`src/rtl/ex_result_queue_if.sv`:
```
// Bundles the ALU-side push bus, the writeback-side pop bus and the one-cycle
// redirect/exception reports of the execute-stage result queue.
interface ex_result_queue_if #(
  parameter int EXC_W = 5
);
  logic             in_valid;
  logic             in_ready;
  logic [31:0]      in_pc;
  logic [31:0]      in_result;
  logic             in_wen;
  logic [4:0]       in_dest;
  logic [34:0]      in_other;
  logic             in_is_branch;
  logic [EXC_W-1:0] in_excode;

  logic             out_valid;
  logic             out_ready;
  logic [31:0]      out_pc;
  logic [31:0]      out_result;
  logic             out_wen;
  logic [4:0]       out_dest;

  logic             redirect_valid;
  logic [31:0]      redirect_pc;
  logic             exc_valid;
  logic [31:0]      exc_pc;
  logic [EXC_W-1:0] exc_code;

  modport slave (
    input  in_valid, in_pc, in_result, in_wen, in_dest, in_other, in_is_branch, in_excode,
    input  out_ready,
    output in_ready,
    output out_valid, out_pc, out_result, out_wen, out_dest,
    output redirect_valid, redirect_pc, exc_valid, exc_pc, exc_code
  );

  modport master (
    output in_valid, in_pc, in_result, in_wen, in_dest, in_other, in_is_branch, in_excode,
    output out_ready,
    input  in_ready,
    input  out_valid, out_pc, out_result, out_wen, out_dest,
    input  redirect_valid, redirect_pc, exc_valid, exc_pc, exc_code
  );
endinterface

```
`src/rtl/ex_result_queue.sv`:
```
// Execute-stage result FIFO: buffers ALU results for writeback, emits a fetch
// redirect on mispredicted branches and reports exceptions after draining.
module ex_result_queue #(
  parameter int               DEPTH  = 2,
  parameter int               EXC_W  = 5,
  parameter logic [EXC_W-1:0] E_NONE = '0
) (
  input  logic           clk,
  input  logic           resetn,
  ex_result_queue_if.slave bus
);
  localparam int PTR_W = $clog2(DEPTH);
  localparam int CNT_W = $clog2(DEPTH) + 1;

  typedef enum logic [1:0] {RUN, EXC_DRAIN, EXC_REPORT} state_t;

  typedef struct packed {
    logic [31:0] pc;
    logic [31:0] result;
    logic        wen;
    logic [4:0]  dest;
  } entry_t;

  state_t           state_q, state_d;
  entry_t           mem_q [DEPTH];
  entry_t           mem_d [DEPTH];
  logic [PTR_W-1:0] wr_ptr_q, wr_ptr_d, rd_ptr_q, rd_ptr_d;
  logic [CNT_W-1:0] count_q, count_d;
  logic             redirect_valid_q, redirect_valid_d;
  logic [31:0]      redirect_pc_q, redirect_pc_d;
  logic [31:0]      exc_pc_q, exc_pc_d;
  logic [EXC_W-1:0] exc_code_q, exc_code_d;

  logic has_exc, push, pop, in_ready;
  logic unused_other;

  assign unused_other = bus.in_other[34];
  assign has_exc  = bus.in_excode != E_NONE;
  // A full queue still accepts when the head leaves in the same cycle.
  assign in_ready = (state_q == RUN) &&
                    ((count_q != CNT_W'(DEPTH)) || bus.out_ready);
  assign push     = bus.in_valid && in_ready;
  assign pop      = (count_q != '0) && bus.out_ready;

  always_comb begin
    mem_d    = mem_q;
    wr_ptr_d = wr_ptr_q;
    rd_ptr_d = rd_ptr_q;
    count_d  = count_q;
    if (push) begin
      mem_d[wr_ptr_q].pc     = bus.in_pc;
      mem_d[wr_ptr_q].result = bus.in_result;
      mem_d[wr_ptr_q].wen    = bus.in_wen && !has_exc;
      mem_d[wr_ptr_q].dest   = bus.in_dest;
      wr_ptr_d               = wr_ptr_q + PTR_W'(1);
    end
    if (pop) begin
      rd_ptr_d = rd_ptr_q + PTR_W'(1);
    end
    case ({push, pop})
      2'b10:   count_d = count_q + CNT_W'(1);
      2'b01:   count_d = count_q - CNT_W'(1);
      default: count_d = count_q;
    endcase
  end

  // An excepting branch never redirects; the exception path owns the restart.
  always_comb begin
    redirect_valid_d = push && bus.in_is_branch && bus.in_other[33] && !has_exc;
    redirect_pc_d    = redirect_pc_q;
    if (redirect_valid_d) begin
      redirect_pc_d = bus.in_other[32] ? bus.in_other[31:0] : bus.in_pc + 32'd8;
    end
  end

  always_comb begin
    state_d    = state_q;
    exc_pc_d   = exc_pc_q;
    exc_code_d = exc_code_q;
    case (state_q)
      RUN: begin
        if (push && has_exc) begin
          state_d    = EXC_DRAIN;
          exc_pc_d   = bus.in_pc;
          exc_code_d = bus.in_excode;
        end
      end
      EXC_DRAIN: begin
        if (count_q == '0) state_d = EXC_REPORT;
      end
      EXC_REPORT: state_d = RUN;
      default:    state_d = RUN;
    endcase
  end

  always_ff @(posedge clk or negedge resetn) begin
    if (!resetn) begin
      state_q          <= RUN;
      wr_ptr_q         <= '0;
      rd_ptr_q         <= '0;
      count_q          <= '0;
      redirect_valid_q <= 1'b0;
      redirect_pc_q    <= '0;
      exc_pc_q         <= '0;
      exc_code_q       <= E_NONE;
      for (int i = 0; i < DEPTH; i++) mem_q[i] <= '0;
    end else begin
      state_q          <= state_d;
      wr_ptr_q         <= wr_ptr_d;
      rd_ptr_q         <= rd_ptr_d;
      count_q          <= count_d;
      redirect_valid_q <= redirect_valid_d;
      redirect_pc_q    <= redirect_pc_d;
      exc_pc_q         <= exc_pc_d;
      exc_code_q       <= exc_code_d;
      mem_q            <= mem_d;
    end
  end

  assign bus.in_ready       = in_ready;
  assign bus.out_valid      = count_q != '0;
  assign bus.out_pc         = mem_q[rd_ptr_q].pc;
  assign bus.out_result     = mem_q[rd_ptr_q].result;
  assign bus.out_wen        = mem_q[rd_ptr_q].wen;
  assign bus.out_dest       = mem_q[rd_ptr_q].dest;
  assign bus.redirect_valid = redirect_valid_q;
  assign bus.redirect_pc    = redirect_pc_q;
  assign bus.exc_valid      = state_q == EXC_REPORT;
  assign bus.exc_pc         = exc_pc_q;
  assign bus.exc_code       = exc_code_q;
endmodule
```
`src/flat_wrapper.sv`:
```
// flat-port wrapper written by rule: the top's interface ports become plain ports
module ex_result_queue_flat 
#(
  parameter int               DEPTH  = 2,
  parameter int               EXC_W  = 5,
  parameter logic [EXC_W-1:0] E_NONE = '0
)
  (clk, resetn, bus_in_valid, bus_in_pc, bus_in_result, bus_in_wen, bus_in_dest, bus_in_other, bus_in_is_branch, bus_in_excode, bus_out_ready, bus_in_ready, bus_out_valid, bus_out_pc, bus_out_result, bus_out_wen, bus_out_dest, bus_redirect_valid, bus_redirect_pc, bus_exc_valid, bus_exc_pc, bus_exc_code);
  ex_result_queue_if #(.EXC_W(EXC_W)) bus_i ();
  input  logic clk;
  input  logic resetn;
  input wire logic [$bits(bus_i.in_valid)-1:0] bus_in_valid;
  input wire logic [$bits(bus_i.in_pc)-1:0] bus_in_pc;
  input wire logic [$bits(bus_i.in_result)-1:0] bus_in_result;
  input wire logic [$bits(bus_i.in_wen)-1:0] bus_in_wen;
  input wire logic [$bits(bus_i.in_dest)-1:0] bus_in_dest;
  input wire logic [$bits(bus_i.in_other)-1:0] bus_in_other;
  input wire logic [$bits(bus_i.in_is_branch)-1:0] bus_in_is_branch;
  input wire logic [$bits(bus_i.in_excode)-1:0] bus_in_excode;
  input wire logic [$bits(bus_i.out_ready)-1:0] bus_out_ready;
  output wire logic [$bits(bus_i.in_ready)-1:0] bus_in_ready;
  output wire logic [$bits(bus_i.out_valid)-1:0] bus_out_valid;
  output wire logic [$bits(bus_i.out_pc)-1:0] bus_out_pc;
  output wire logic [$bits(bus_i.out_result)-1:0] bus_out_result;
  output wire logic [$bits(bus_i.out_wen)-1:0] bus_out_wen;
  output wire logic [$bits(bus_i.out_dest)-1:0] bus_out_dest;
  output wire logic [$bits(bus_i.redirect_valid)-1:0] bus_redirect_valid;
  output wire logic [$bits(bus_i.redirect_pc)-1:0] bus_redirect_pc;
  output wire logic [$bits(bus_i.exc_valid)-1:0] bus_exc_valid;
  output wire logic [$bits(bus_i.exc_pc)-1:0] bus_exc_pc;
  output wire logic [$bits(bus_i.exc_code)-1:0] bus_exc_code;
  assign bus_i.in_valid = bus_in_valid;
  assign bus_i.in_pc = bus_in_pc;
  assign bus_i.in_result = bus_in_result;
  assign bus_i.in_wen = bus_in_wen;
  assign bus_i.in_dest = bus_in_dest;
  assign bus_i.in_other = bus_in_other;
  assign bus_i.in_is_branch = bus_in_is_branch;
  assign bus_i.in_excode = bus_in_excode;
  assign bus_i.out_ready = bus_out_ready;
  assign bus_in_ready = bus_i.in_ready;
  assign bus_out_valid = bus_i.out_valid;
  assign bus_out_pc = bus_i.out_pc;
  assign bus_out_result = bus_i.out_result;
  assign bus_out_wen = bus_i.out_wen;
  assign bus_out_dest = bus_i.out_dest;
  assign bus_redirect_valid = bus_i.redirect_valid;
  assign bus_redirect_pc = bus_i.redirect_pc;
  assign bus_exc_valid = bus_i.exc_valid;
  assign bus_exc_pc = bus_i.exc_pc;
  assign bus_exc_code = bus_i.exc_code;
  ex_result_queue #(.DEPTH(DEPTH), .EXC_W(EXC_W), .E_NONE(E_NONE)) u_core (.clk(clk), .resetn(resetn), .bus(bus_i));
endmodule
```
`config.mk`:
```
export PLATFORM = sky130hd
export DESIGN_NAME = ex_result_queue_flat
export DESIGN_NICKNAME = d
export VERILOG_FILES = /design/src/rtl/ex_result_queue_if.sv /design/src/rtl/ex_result_queue.sv /design/src/flat_wrapper.sv
export SDC_FILE = /design/constraint.sdc
export NUM_CORES = 1
export LEC_CHECK = 0
export CAP_MARGIN = 15
export CORE_AREA = 2 2 122 213
export CTS_CLUSTER_DIAMETER = 40
export DETAILED_ROUTE_END_ITERATION = 10
export DIE_AREA = 0 0 124 215
export GPL_ROUTABILITY_DRIVEN = 0
export PLACE_DENSITY = 0.67
export SYNTH_ARGS = -nofsm -noshare
export SYNTH_HDL_FRONTEND = slang
export SYNTH_SLANG_ARGS = --single-unit
```
`constraint.sdc`:
```
create_clock -name clk -period 5.33 [get_ports clk]
set_input_delay 1.3325 -clock clk [delete_from_list [all_inputs] [get_ports clk]]
set_output_delay 1.3325 -clock clk [all_outputs]
set_load 0.005 [all_outputs]
```
[Word level (Yosys, flattened, before mapping)]
Index checks and enable logic that the tools add are counted.
Operators by class
  add/sub/neg operators: 5
  multipliers: 0
  divide/modulo/power cells: 0
  order comparisons: 3
  equal/unequal tests: 7
  shifts and indexed selects: 0
  muxes and demuxes: 20
  bitwise logic cells: 2
  reductions and logical operators: 18
Operators with widths (number)
  $bwmux W140: 4
  $demux W70 S1: 4
  $mux W70: 4
  $mux W38: 1
  $add A32 B4 Y32 const B: 1
  $mux W32: 1
  $logic_and A1 B1 Y1: 9
  $pmux W2 S2: 2
  $mux W6: 1
  $mux W5: 1
  $reduce_bool A5 Y1: 1
  $eq A2 B1 Y1 const B: 2
  $eq A2 B2 Y1 const B: 2
  $ge A2 B2 Y1 const B: 2
  $logic_not A2 Y1: 2
  $mux W2: 2
  $ne A2 B2 Y1 const B: 2
  $not A1 Y2: 2
  $reduce_and A2 Y1: 2
  $reduce_bool A2 Y1: 2
  $add A1 B1 Y1 const B: 2
  $add A2 B1 Y2 const B: 1
  $lt A2 B1 Y1 const B: 1
  $ne A2 B1 Y1 const B: 1
  other kinds (3): 3
Word-level totals
  register bits: 216
  bits in latches: 0
  RAM bits: 0
  bits in read-only memories: 0
  input bits: 115
  output and inout bits: 143
  logic and storage cells: 71
  memories: 0

[Depth between registers and ports, before layout]
Gate-level depths: netlist (run 1).
  depth after elaboration: 9
  gate-level depth with buffers: 7
  mapped depth without buffers: 7

[Least setup slack after synthesis (run 1)]
Ideal clock, no wire load.
  path kind: input -> output
  start point: in bus_out_ready
  end point: out bus_in_ready
  arrival: 1.779 ns
  required time: 3.998 ns
  slack: 2.218 ns
  stages on the path: 2
  path buffers: 0
  cells stage by stage: nor3b_1 > nor3_1
On the way
  cells in the longest elaborated chain, start to end: 2
RTL lines
  from (decl): line flat_wrapper.sv:20  | input wire logic [$bits(bus_i.out_ready)-1:0] bus_out_ready;
  $logic_or A1 B1 Y1: line ex_result_queue.sv:41  | ((count_q != CNT_W'(DEPTH)) || bus.out_ready);
  $logic_and A1 B1 Y1: line ex_result_queue.sv:40  | assign in_ready = (state_q == RUN) &&
  to (decl): line flat_wrapper.sv:21  | output wire logic [$bits(bus_i.in_ready)-1:0] bus_in_ready;
No other way between the ends.

[Worst setup path in the final report (run 1)]
Ends and elaborated chain as after synthesis.

==> flow_metrics.env, run 1 <==
export IMPL_timing_final_crit_share=0.7546
export IMPL_insertion_delay_ns=0.53
export IMPL_totalPowerFinal_mw=7.795
export IMPL_setup_viol=0
export IMPL_wl_met2_mm=14.18
export IMPL_start_util=0.3932
export IMPL_clkSinkCount=216
export IMPL_wire_per_inst_um=19.20
export IMPL_n_fill_cell=2170
export IMPL_ios=258
export IMPL_status="complete, no violations"
export IMPL_post_cts_buffers=0
export IMPL_max_slew_margin=0.2766
export IMPL_die_w_um=124
export IMPL_yosys_area_top_type="dfrtp_1"
export IMPL_cap_violations=0
export IMPL_irDropWorstVdd_mv=0.4005
export IMPL_yosys_cell_types_count=44
export IMPL_synth_cells=747
export IMPL_drt_pass1_iterations=4
export IMPL_antenna_found_initial=1
export IMPL_crit_slowest_cell="clkdlybuf4s50_1"
export IMPL_ys_flop_type="dfrtp_1"
export IMPL_drc_errors=0
export IMPL_cp_common_cell="clkdlybuf4s50_1"
export IMPL_grt_max_degree=94
export IMPL_die_y_um=215
export IMPL_grt_pass1_wl_mm=40.41
export IMPL_syn_area_per_cell_um2=13.19
export IMPL_startpoint_type="primary input"
export IMPL_timing_final_hold_violations=0
export IMPL_power_density_nw_per_um2=575.8
export IMPL_cts_tree="built"
export IMPL_worstPathRequired_ns=4.00
export IMPL_final_common_cell="clkdlybuf4s50_1"
export IMPL_slew_violations=0
export IMPL_crit_arrival_ns=2.69
export IMPL_synth_top_cell_area_share=0.5488
export IMPL_num_rows=77
export IMPL_ant_nets=0
export IMPL_synth_edff_count=0
export IMPL_switching_share=0.2855
export IMPL_viasPerCell=5.117
export IMPL_port_buffer_count=256
export IMPL_ys_seq_elements=216
export IMPL_wl_met3_mm=1.299
export IMPL_final_cell_mix="clkdlybuf4s50_1 (255), mux2_2 (230), dfrtp_1 (215), nand2_1 (58), clkbuf_16 (27)"
export IMPL_final_util=0.5405
export IMPL_core_region_area_um2=25050
export IMPL_fmax_mhz=248.6
export IMPL_cts_htree_levels=1
export IMPL_wl_met1_mm=9.313
export IMPL_pwr_share_comb=0.409
export IMPL_path_buf_inv=2
export IMPL_yosys_top_cells_area="dfrtp_1 (55%), mux2_2 (26%), nand2_1 (2.2%)"
export IMPL_crit_type="primary input to output port"
export IMPL_finalClockSkew_ns=0.008019
export IMPL_die_area_um2=26660
export IMPL_syn_area_um2=9849
export IMPL_routed_wl_mm=25.54
export IMPL_power_internal_mw=5.570
export IMPL_ctsResizeCount=0
export IMPL_drive_gt1_frac=0.2892
export IMPL_clockBufferDepth=3
export IMPL_crit_chain="clkdlybuf4s50_1 -> nor3b_1 -> nor3_1 -> clkdlybuf4s50_1"
export IMPL_path_delay_family="buffers and inverters"
export IMPL_hpwl_mm=17.85
export IMPL_grt_pass1_vias=7310
export IMPL_synth_seq_area_share=0.5488
export IMPL_numCtsBuffers=26
export IMPL_power_frac_seq=0.366
export IMPL_crit_path_end_kind="output port"
export IMPL_grt_ovfl_total=0
export IMPL_p_leak_nw=5.602
export IMPL_area_delta_synth_final_pct=37.45
export IMPL_slowest_delay_ns=0.46
export IMPL_synth_nets=864
export IMPL_worst_pin_slew_ns=1.085
export IMPL_drtIter0Drc=233
export IMPL_fin_tns_setup_ns=0
export IMPL_hold_buffers=0
export IMPL_hold_path_class="flop to flop"
export IMPL_ys_warn_count=0
export IMPL_synthArstFlopShare=1.000
export IMPL_p_switching_mw=2.226
export IMPL_clk_pin_slew_ns=0.06
export IMPL_crit_fanout=2
export IMPL_gr_usage_all_layers=0.1941
export IMPL_route_vias_total=6805
export IMPL_rsz0062_at_grt="false"
export IMPL_fin_crit_ns=4.022
export IMPL_clockPowerShare=0.225
export IMPL_fin_nets=1110
export IMPL_cts_root_buf="clkbuf_16"
export IMPL_top_layer="met4"
## cell type report
class | count | area, um^2 | area share
sequential | 216 | 5409 | 0.3995
multi-input combinational | 477 | 4174 | 0.3083
timing repair buffer | 265 | 2660 | 0.1965
clock inverter | 14 | 128.9 | 0.009519
inverter | 7 | 26.28 | 0.001941
clock buffer | 34 | 742.0 | 0.05481
tap | 316 | 395.4 | 0.02921
antenna | 1 | 2.502 | 0.0001848
## layer usage
layer,vias up,GRT usage
li1,3149,-
met3,45,0.03317
met5,-,0
met1,3423,0.2150
met2,188,0.3610
met4,0,0.07154
## power groups by stage
| stage | registers (mW) | logic, mW | clock network, mW |
|---|---|---|---|
| 2_1_floorplan | 2.68 | 1.71 | 0 |
| 6_report | 2.85 | 3.19 | 1.75 |
| 3_5_place_dp | 2.88 | 3.24 | 0 |
| 4_1_cts | 2.86 | 3.26 | 1.80 |
| 5_1_grt | 2.95 | 3.42 | 1.87 |
| 3_3_place_gp | 2.84 | 3.22 | 0 |
## synth_stat cells (5+ instances only)
library cell	n
mux2_2	230
mux2_1	5
o211ai_1	5
nor4_1	6
nand2b_1	9
o311ai_0	5
nor2_1	10
nand2_1	58
nor3_1	7
nand3_1	12
and3_1	6
inv_1	6
xor2_1	10
nand4_1	10
o21ai_0	26
mux2i_1	16
and2_1	10
xnor2_1	14
buf_2	15
buf_6	8
dfrtp_1	216
clkbuf_1	20
## kinds of logic (layout without fill, tap and decap cells)
family,Yosys count,after routing,share of synthesized area
other cells,0,1,0
buf+inv,54,320,0.02909
xor+xnor,24,24,0.02134
mux,251,251,0.2849
fa+ha+maj,2,2,0.002540
flops,216,216,0.5488
simple gates,144,144,0.07711
compound gates,56,56,0.03621
## metrics by stage
step	hold slack (ns)	worst slack (ns)	std cells	instance area, um^2
after floorplan	0.4444	2.218	747	9849
after global placement	0.4495	1.227	1281	12660
after detailed placement	0.4578	1.204	1281	12660
after CTS	0.4715	1.295	1329	13540
after global routing	0.5022	1.242	1330	13540
final	0.4677	1.308	1330	13540
## worst register-to-register path, delay by kind of cell (launching register included)
family	cells	cell delay [ns]
AND/OR/NAND/NOR	4	0.91
flip-flops	1	0.40
AO/OA/AOI/OAI	1	0.24
buffers and inverters	2	0.90
## worst paths after layout
kind,from,to,slack (ns),cells past startpoint
setup / recovery,bus_out_ready,bus_in_ready,1.31,4
hold / removal,u_core.bus.redirect_pc[16],u_core.bus.redirect_pc[16],0.47,2
setup reg to reg,u_core.count_q[1],u_core.bus.redirect_pc[23],2.79,7
hold reg to reg,u_core.bus.redirect_pc[16],u_core.bus.redirect_pc[16],0.47,2
max in group asynchronous,resetn,u_core.bus.exc_pc[25],3.55,2
min in group asynchronous,resetn,u_core.mem_q[99],0.78,1
## registers in the layout, indices dropped and copies added, names as in the netlist
register and flops:
u_core.mem_q 140, u_core.bus.exc_pc 32, u_core.bus.redirect_pc 32, u_core.bus.exc_code 5
u_core.count_q 2, u_core.state_q 2, u_core.bus.redirect_valid 1, u_core.rd_ptr_q 1
u_core.wr_ptr_q 1
(Power assumes the default switching activity.)
==> run 2: changes to the inputs <==
--- a/config.mk
+++ b/config.mk
@@ -11,7 +11,7 @@
 export DETAILED_ROUTE_END_ITERATION = 10
 export DIE_AREA = 0 0 124 215
 export GPL_ROUTABILITY_DRIVEN = 0
-export PLACE_DENSITY = 0.67
+export PLACE_DENSITY = 0.7
 export SYNTH_ARGS = -nofsm -noshare
 export SYNTH_HDL_FRONTEND = slang
 export SYNTH_SLANG_ARGS = --single-unit
==> constraint.sdc (replaced) <==
create_clock -name clk -period 3.2 [get_ports clk]
set_input_delay 0.8 -clock clk [delete_from_list [all_inputs] [get_ports clk]]
set_output_delay 0.8 -clock clk [all_outputs]
set_load 0.005 [all_outputs]
==> run 2 against run 1 <==
- design area increased by 2.3%
- core utilization increased by 1.2 points
- first-iteration DRC count increased by 9.0%
- count of clock-buffer cells in the layout decreased by 5
- worst hold slack got worse by 0.23 ns
- global-route usage increased by 0.70 points
- clock power increased by 61%
- setup slack got worse by 1.2 ns
- via count increased by 1.8%
- non-clock buffer count increased by 40
- combinational power increased by 77%
- critical path type is now flop to output port
==> flow_metrics.env, run 2 (synthesis gave the netlist of run 1 again) <==
export IMPL_clkSinkCount=216
export IMPL_ant_nets=0
export IMPL_hold_path_class="primary input to asynchronous set/reset pin"
export IMPL_p_leak_nw=5.798
export IMPL_path_depth=3
export IMPL_clockBufferDepth=3
export IMPL_path_delay_family="buffers and inverters"
export IMPL_final_common_cell="clkdlybuf4s50_1"
export IMPL_regArea_um2=5409
export IMPL_start_util=0.3932
export IMPL_whs_ns=0.2361
export IMPL_routed_wl_mm=26.32
export IMPL_worst_pin_slew_ns=0.5285
export IMPL_gr_usage_all_layers=0.2011
export IMPL_largest_reg_flops=140
export IMPL_irDropWorstVdd_mv=0.6138
export IMPL_die_y_um=215
export IMPL_place_ws_ns=0.1272
export IMPL_area_delta_synth_final_pct=40.57
export IMPL_multi_input_area_um2=4174
export IMPL_die_w_um=124
export IMPL_cts_tree="built"
export IMPL_r2r_end="u_core.mem_q[120]"
export IMPL_clk_pin_slew_ns=0.06
export IMPL_rsz0062_at_grt="false"
export IMPL_ios=258
export IMPL_fin_crit_ns=3.053
export IMPL_final_cell_mix="clkdlybuf4s50_1 (255), mux2_2 (230), dfrtp_1 (215), nand2_1 (58), buf_4 (40)"
export IMPL_finalClockSkew_ns=0.01283
export IMPL_final_cells=1360
export IMPL_drtIter0Drc=254
export IMPL_crit_path_end_kind="output port"
export IMPL_dp_cells=1320
export IMPL_viasPerCell=5.093
export IMPL_antennaDiodeCount=0
export IMPL_grt_ovfl_total=0
export IMPL_cap_violations=0
export IMPL_insertion_delay_ns=0.51
export IMPL_numCtsBuffers=23
export IMPL_reg2reg_from="u_core.count_q[1]"
export IMPL_status="complete, no violations"
export IMPL_crit_chain="buf_12 -> mux2_2 -> clkdlybuf4s50_1"
export IMPL_largest_register="u_core.mem_q"
export IMPL_power_density_nw_per_um2=944.0
export IMPL_drt_pass1_iterations=4
export IMPL_die_area_um2=26660
export IMPL_fmax_mhz=327.6
export IMPL_cts_root_buf="clkbuf_16"
export IMPL_totalPowerFinal_mw=13.07
export IMPL_drive_gt1_frac=0.3113
export IMPL_n_fill_cell=2123
export IMPL_grt_max_degree=67
export IMPL_port_buffer_count=256
export IMPL_hpwl_mm=19.26
export IMPL_num_rows=77
export IMPL_setup_ws_ns=0.1473
export IMPL_startpoint_type="flop"
export IMPL_slew_violations=0
export IMPL_max_slew_margin=0.6477
export IMPL_antenna_found_initial=0
export IMPL_crit_slowest_cell="dfrtp_4"
export IMPL_grt_pass1_vias=7572
export IMPL_timing_final_crit_share=0.9540
export IMPL_fin_nets=1147
export IMPL_core_region_area_um2=25050
export IMPL_worstRegToRegCells=7
export IMPL_fin_tns_setup_ns=0
export IMPL_grt_pass1_wl_mm=41.32
export IMPL_ctsResizeCount=0
export IMPL_timing_final_hold_violations=0
export IMPL_wire_per_inst_um=19.35
export IMPL_slowest_delay_ns=0.57
export IMPL_crit_type="flop to output port"
export IMPL_crit_arrival_ns=2.25
export IMPL_worstPathRequired_ns=2.40
export IMPL_r2r_setup_slack_ns=1.15
export IMPL_crit_fanout=37
export IMPL_setup_viol=0
export IMPL_path_buf_inv=2
export IMPL_route_vias_total=6926
export IMPL_drc_errors=0
export IMPL_cts_htree_levels=1
run 2: cell types whose count changed in the layout (fill, tap and decap cells not counted), sizes merged:
| cell | previous run | this run |
|---|---|---|
| buf | 10 | 50 |
| bufinv | 1 | 4 |
| clkbuf | 34 | 29 |
| clkinv | 8 | 4 |
| clkinvlp | 3 | 1 |
| diode | 1 | 0 |
| inv | 9 | 8 |
run 2: worst max path at each step:
stage / slack, ns / end / from
6_report: 0.15 / bus_out_pc[2] / u_core.rd_ptr_q
3_3_place_gp: 0.17 / u_core.bus.redirect_pc[25] / bus_in_pc[3]
5_1_grt: 0.08 / bus_out_pc[3] / u_core.rd_ptr_q
2_1_floorplan: 0.88 / u_core.bus.redirect_pc[18] / bus_in_pc[5]
3_5_place_dp: 0.13 / u_core.bus.redirect_pc[15] / bus_in_excode[0]
4_1_cts: 0.08 / bus_out_pc[3] / u_core.rd_ptr_q
run 2: area by class of cell:
| type | count | area share |
|---|---|---|
| sequential | 216 | 0.3907 |
| multi-input combinational | 477 | 0.3015 |
| timing repair buffer | 305 | 0.2198 |
| clock buffer | 29 | 0.04609 |
| tap | 316 | 0.02856 |
| clock inverter | 10 | 0.01157 |
| inverter | 7 | 0.001898 |
run 2: metrics by stage:
step / instance area (um^2) / utilization
global placement: 13030 / 0.5203
floorplan: 9849 / -
detailed placement: 13030 / 0.5203
finish: 13850 / 0.5527
CTS: 13850 / 0.5527
global route: 13850 / 0.5527
run 2: what timing repair did:
item | CTS | global route
setup endpoints to repair | 9 | 0
hold buffers | 0 | 0
buffers inserted | 1 | 0
run 2: where the power goes:
group / total, mW / internal, mW / switching, mW
registers: 4.60 / 3.96 / 0.632
logic: 5.66 / 3.70 / 1.96
clock network: 2.82 / 1.73 / 1.08
run 2: routing by layer:
metal / GRT usage / share of wire
met5: 0 / 0
met4: 0.08577 / 0.041
met3: 0.02999 / 0.046
met2: 0.3767 / 0.55
met1: 0.2178 / 0.36
==> run 3: changes to the inputs <==
--- a/config.mk
+++ b/config.mk
@@ -6,12 +6,12 @@
 export NUM_CORES = 1
 export LEC_CHECK = 0
 export CAP_MARGIN = 15
-export CORE_AREA = 2 2 122 213
+export CORE_AREA = 2 2 117 203
 export CTS_CLUSTER_DIAMETER = 40
 export DETAILED_ROUTE_END_ITERATION = 10
-export DIE_AREA = 0 0 124 215
+export DIE_AREA = 0 0 119 205
 export GPL_ROUTABILITY_DRIVEN = 0
-export PLACE_DENSITY = 0.7
+export PLACE_DENSITY = 0.75
 export SYNTH_ARGS = -nofsm -noshare
 export SYNTH_HDL_FRONTEND = slang
 export SYNTH_SLANG_ARGS = --single-unit
==> run 3 against run 2 <==
- sequential share of layout area hardly changed
- flip-flop and latch count stayed put
- wire length fell by 2.4%
- critical path depth did not move
- register-to-register slack got worse by 0.07 ns
==> flow_metrics.env, run 3 (synthesis gave the netlist of run 1 again) <==
export IMPL_status="complete, no violations"
export IMPL_setup_ws_ns=0.1298
export IMPL_postPlaceCellArea_um2=12960
export IMPL_fin_nets=1140
export IMPL_die_w_um=119
export IMPL_slew_violations=0
export IMPL_numCtsBuffers=25
export IMPL_num_rows=73
export IMPL_clockBufferDepth=3
export IMPL_ios=258
export IMPL_cts_tree="built"
export IMPL_rsz0062_at_grt="false"
export IMPL_worstPathRequired_ns=2.40
export IMPL_wire_per_inst_um=19.16
export IMPL_final_cell_mix="clkdlybuf4s50_1 (255), mux2_2 (230), dfrtp_1 (215), nand2_1 (58), buf_4 (31)"
export IMPL_cap_violations=0
export IMPL_worst_pin_slew_ns=0.7100
export IMPL_port_buffer_count=256
export IMPL_reg2reg_from="u_core.count_q[0]"
export IMPL_grt_pass1_wl_mm=40.57
export IMPL_die_area_um2=24400
export IMPL_crit_arrival_ns=2.27
export IMPL_final_common_cell="clkdlybuf4s50_1"
export IMPL_antennaDiodeCount=0
export IMPL_ctsResizeCount=0
export IMPL_irDropWorstVdd_mv=0.5588
export IMPL_viasPerCell=5.192
export IMPL_startpoint="u_core.rd_ptr_q"
export IMPL_fmax_mhz=325.7
export IMPL_grt_pass1_vias=7464
export IMPL_largest_reg_flops=140
export IMPL_timing_final_hold_violations=0
export IMPL_antenna_found_initial=0
export IMPL_start_util=0.4331
export IMPL_drtIter0Drc=284
export IMPL_startpoint_type="flop"
export IMPL_drt_pass1_iterations=4
export IMPL_drive_gt1_frac=0.3084
export IMPL_routed_wl_mm=25.69
export IMPL_setup_viol=0
export IMPL_final_util=0.6096
export IMPL_hold_path_class="primary input to asynchronous set/reset pin"
export IMPL_hpwl_mm=18.50
export IMPL_grt_ovfl_total=0
export IMPL_timing_final_crit_share=0.9594
export IMPL_finish_instance_area_um2=13860
export IMPL_cts_htree_levels=1
export IMPL_largest_register="u_core.mem_q"
export IMPL_fin_crit_ns=3.070
export IMPL_crit_path_end_kind="output port"
export IMPL_power_density_nw_per_um2=959.3
export IMPL_insertion_delay_ns=0.51
export IMPL_max_slew_margin=0.5267
export IMPL_drc_errors=0
export IMPL_clk_pin_slew_ns=0.06
export IMPL_core_region_area_um2=22740
export IMPL_route_vias_total=6963
export IMPL_cts_root_buf="clkbuf_16"
export IMPL_gr_usage_all_layers=0.2096
export IMPL_clkSinkCount=216
export IMPL_crit_fanout=19
export IMPL_ant_nets=0
export IMPL_hold_buffers=0
export IMPL_place_ws_ns=0.1383
export IMPL_die_y_um=205
export IMPL_area_delta_synth_final_pct=40.75
export IMPL_whs_ns=0.2894
export IMPL_post_cts_buffers=0
export IMPL_grt_max_degree=91
export IMPL_worstRegToRegCells=6
export IMPL_p_leak_nw=5.795
export IMPL_fin_tns_setup_ns=0
export IMPL_crit_type="flop to output port"
export IMPL_finalClockSkew_ns=0.006604
## run 3: cell count changes in the layout (fill, tap and decap cells not counted), sizes merged
cell / before / now
buf: 50 / 41
inv: 8 / 10
bufinv: 4 / 5
clkbuf: 29 / 30
clkinv: 4 / 5
clkinvlp: 1 / 2
## run 3: metal layers
metal | GRT usage | part of all wire | vias up
met3 | 0.03508 | 0.046 | 62
li1 | - | - | 3224
met5 | 0 | 0 | -
met4 | 0.09014 | 0.039 | 0
met2 | 0.3949 | 0.55 | 218
met1 | 0.2288 | 0.37 | 3459
## run 3: worst max-delay path, cell delays in order (launching register included)
cell and delay (ns):
dfrtp_4 0.62, buf_4 0.27, mux2_2 0.36, clkdlybuf4s50_1 0.51
## run 3: final timing paths
check	to	slack (ns)
worst max register to register	u_core.mem_q[46]	1.08
worst max-delay path	bus_out_pc[13]	0.13
worst min-delay path	u_core.mem_q[19]	0.29
max in group asynchronous	u_core.bus.exc_pc[14]	2.18
worst min register to register	u_core.bus.redirect_pc[14]	0.47
min in group clk	u_core.bus.redirect_pc[14]	0.47
## run 3: layout make-up
cell class	instances	area, um^2
fill	1811	8880
sequential	216	5409
multi-input combinational	477	4174
timing repair buffer	296	2980
clock buffer	30	664.4
tap	300	375.4
clock inverter	15	234.0
inverter	7	26.28
## run 3: where the power goes
group          switching (mW)  internal [mW]
Clock                    1.16           1.90
Sequential              0.650           3.96
Combinational            1.92           3.70
## run 3: stage by stage
stage / instances / power (mW)
after detailed placement: 1296 / 10.33
after floorplan: 747 / 7.302
after global routing: 1341 / 14.04
after CTS: 1341 / 13.50
final: 1341 / 13.30
after global placement: 1296 / 10.20
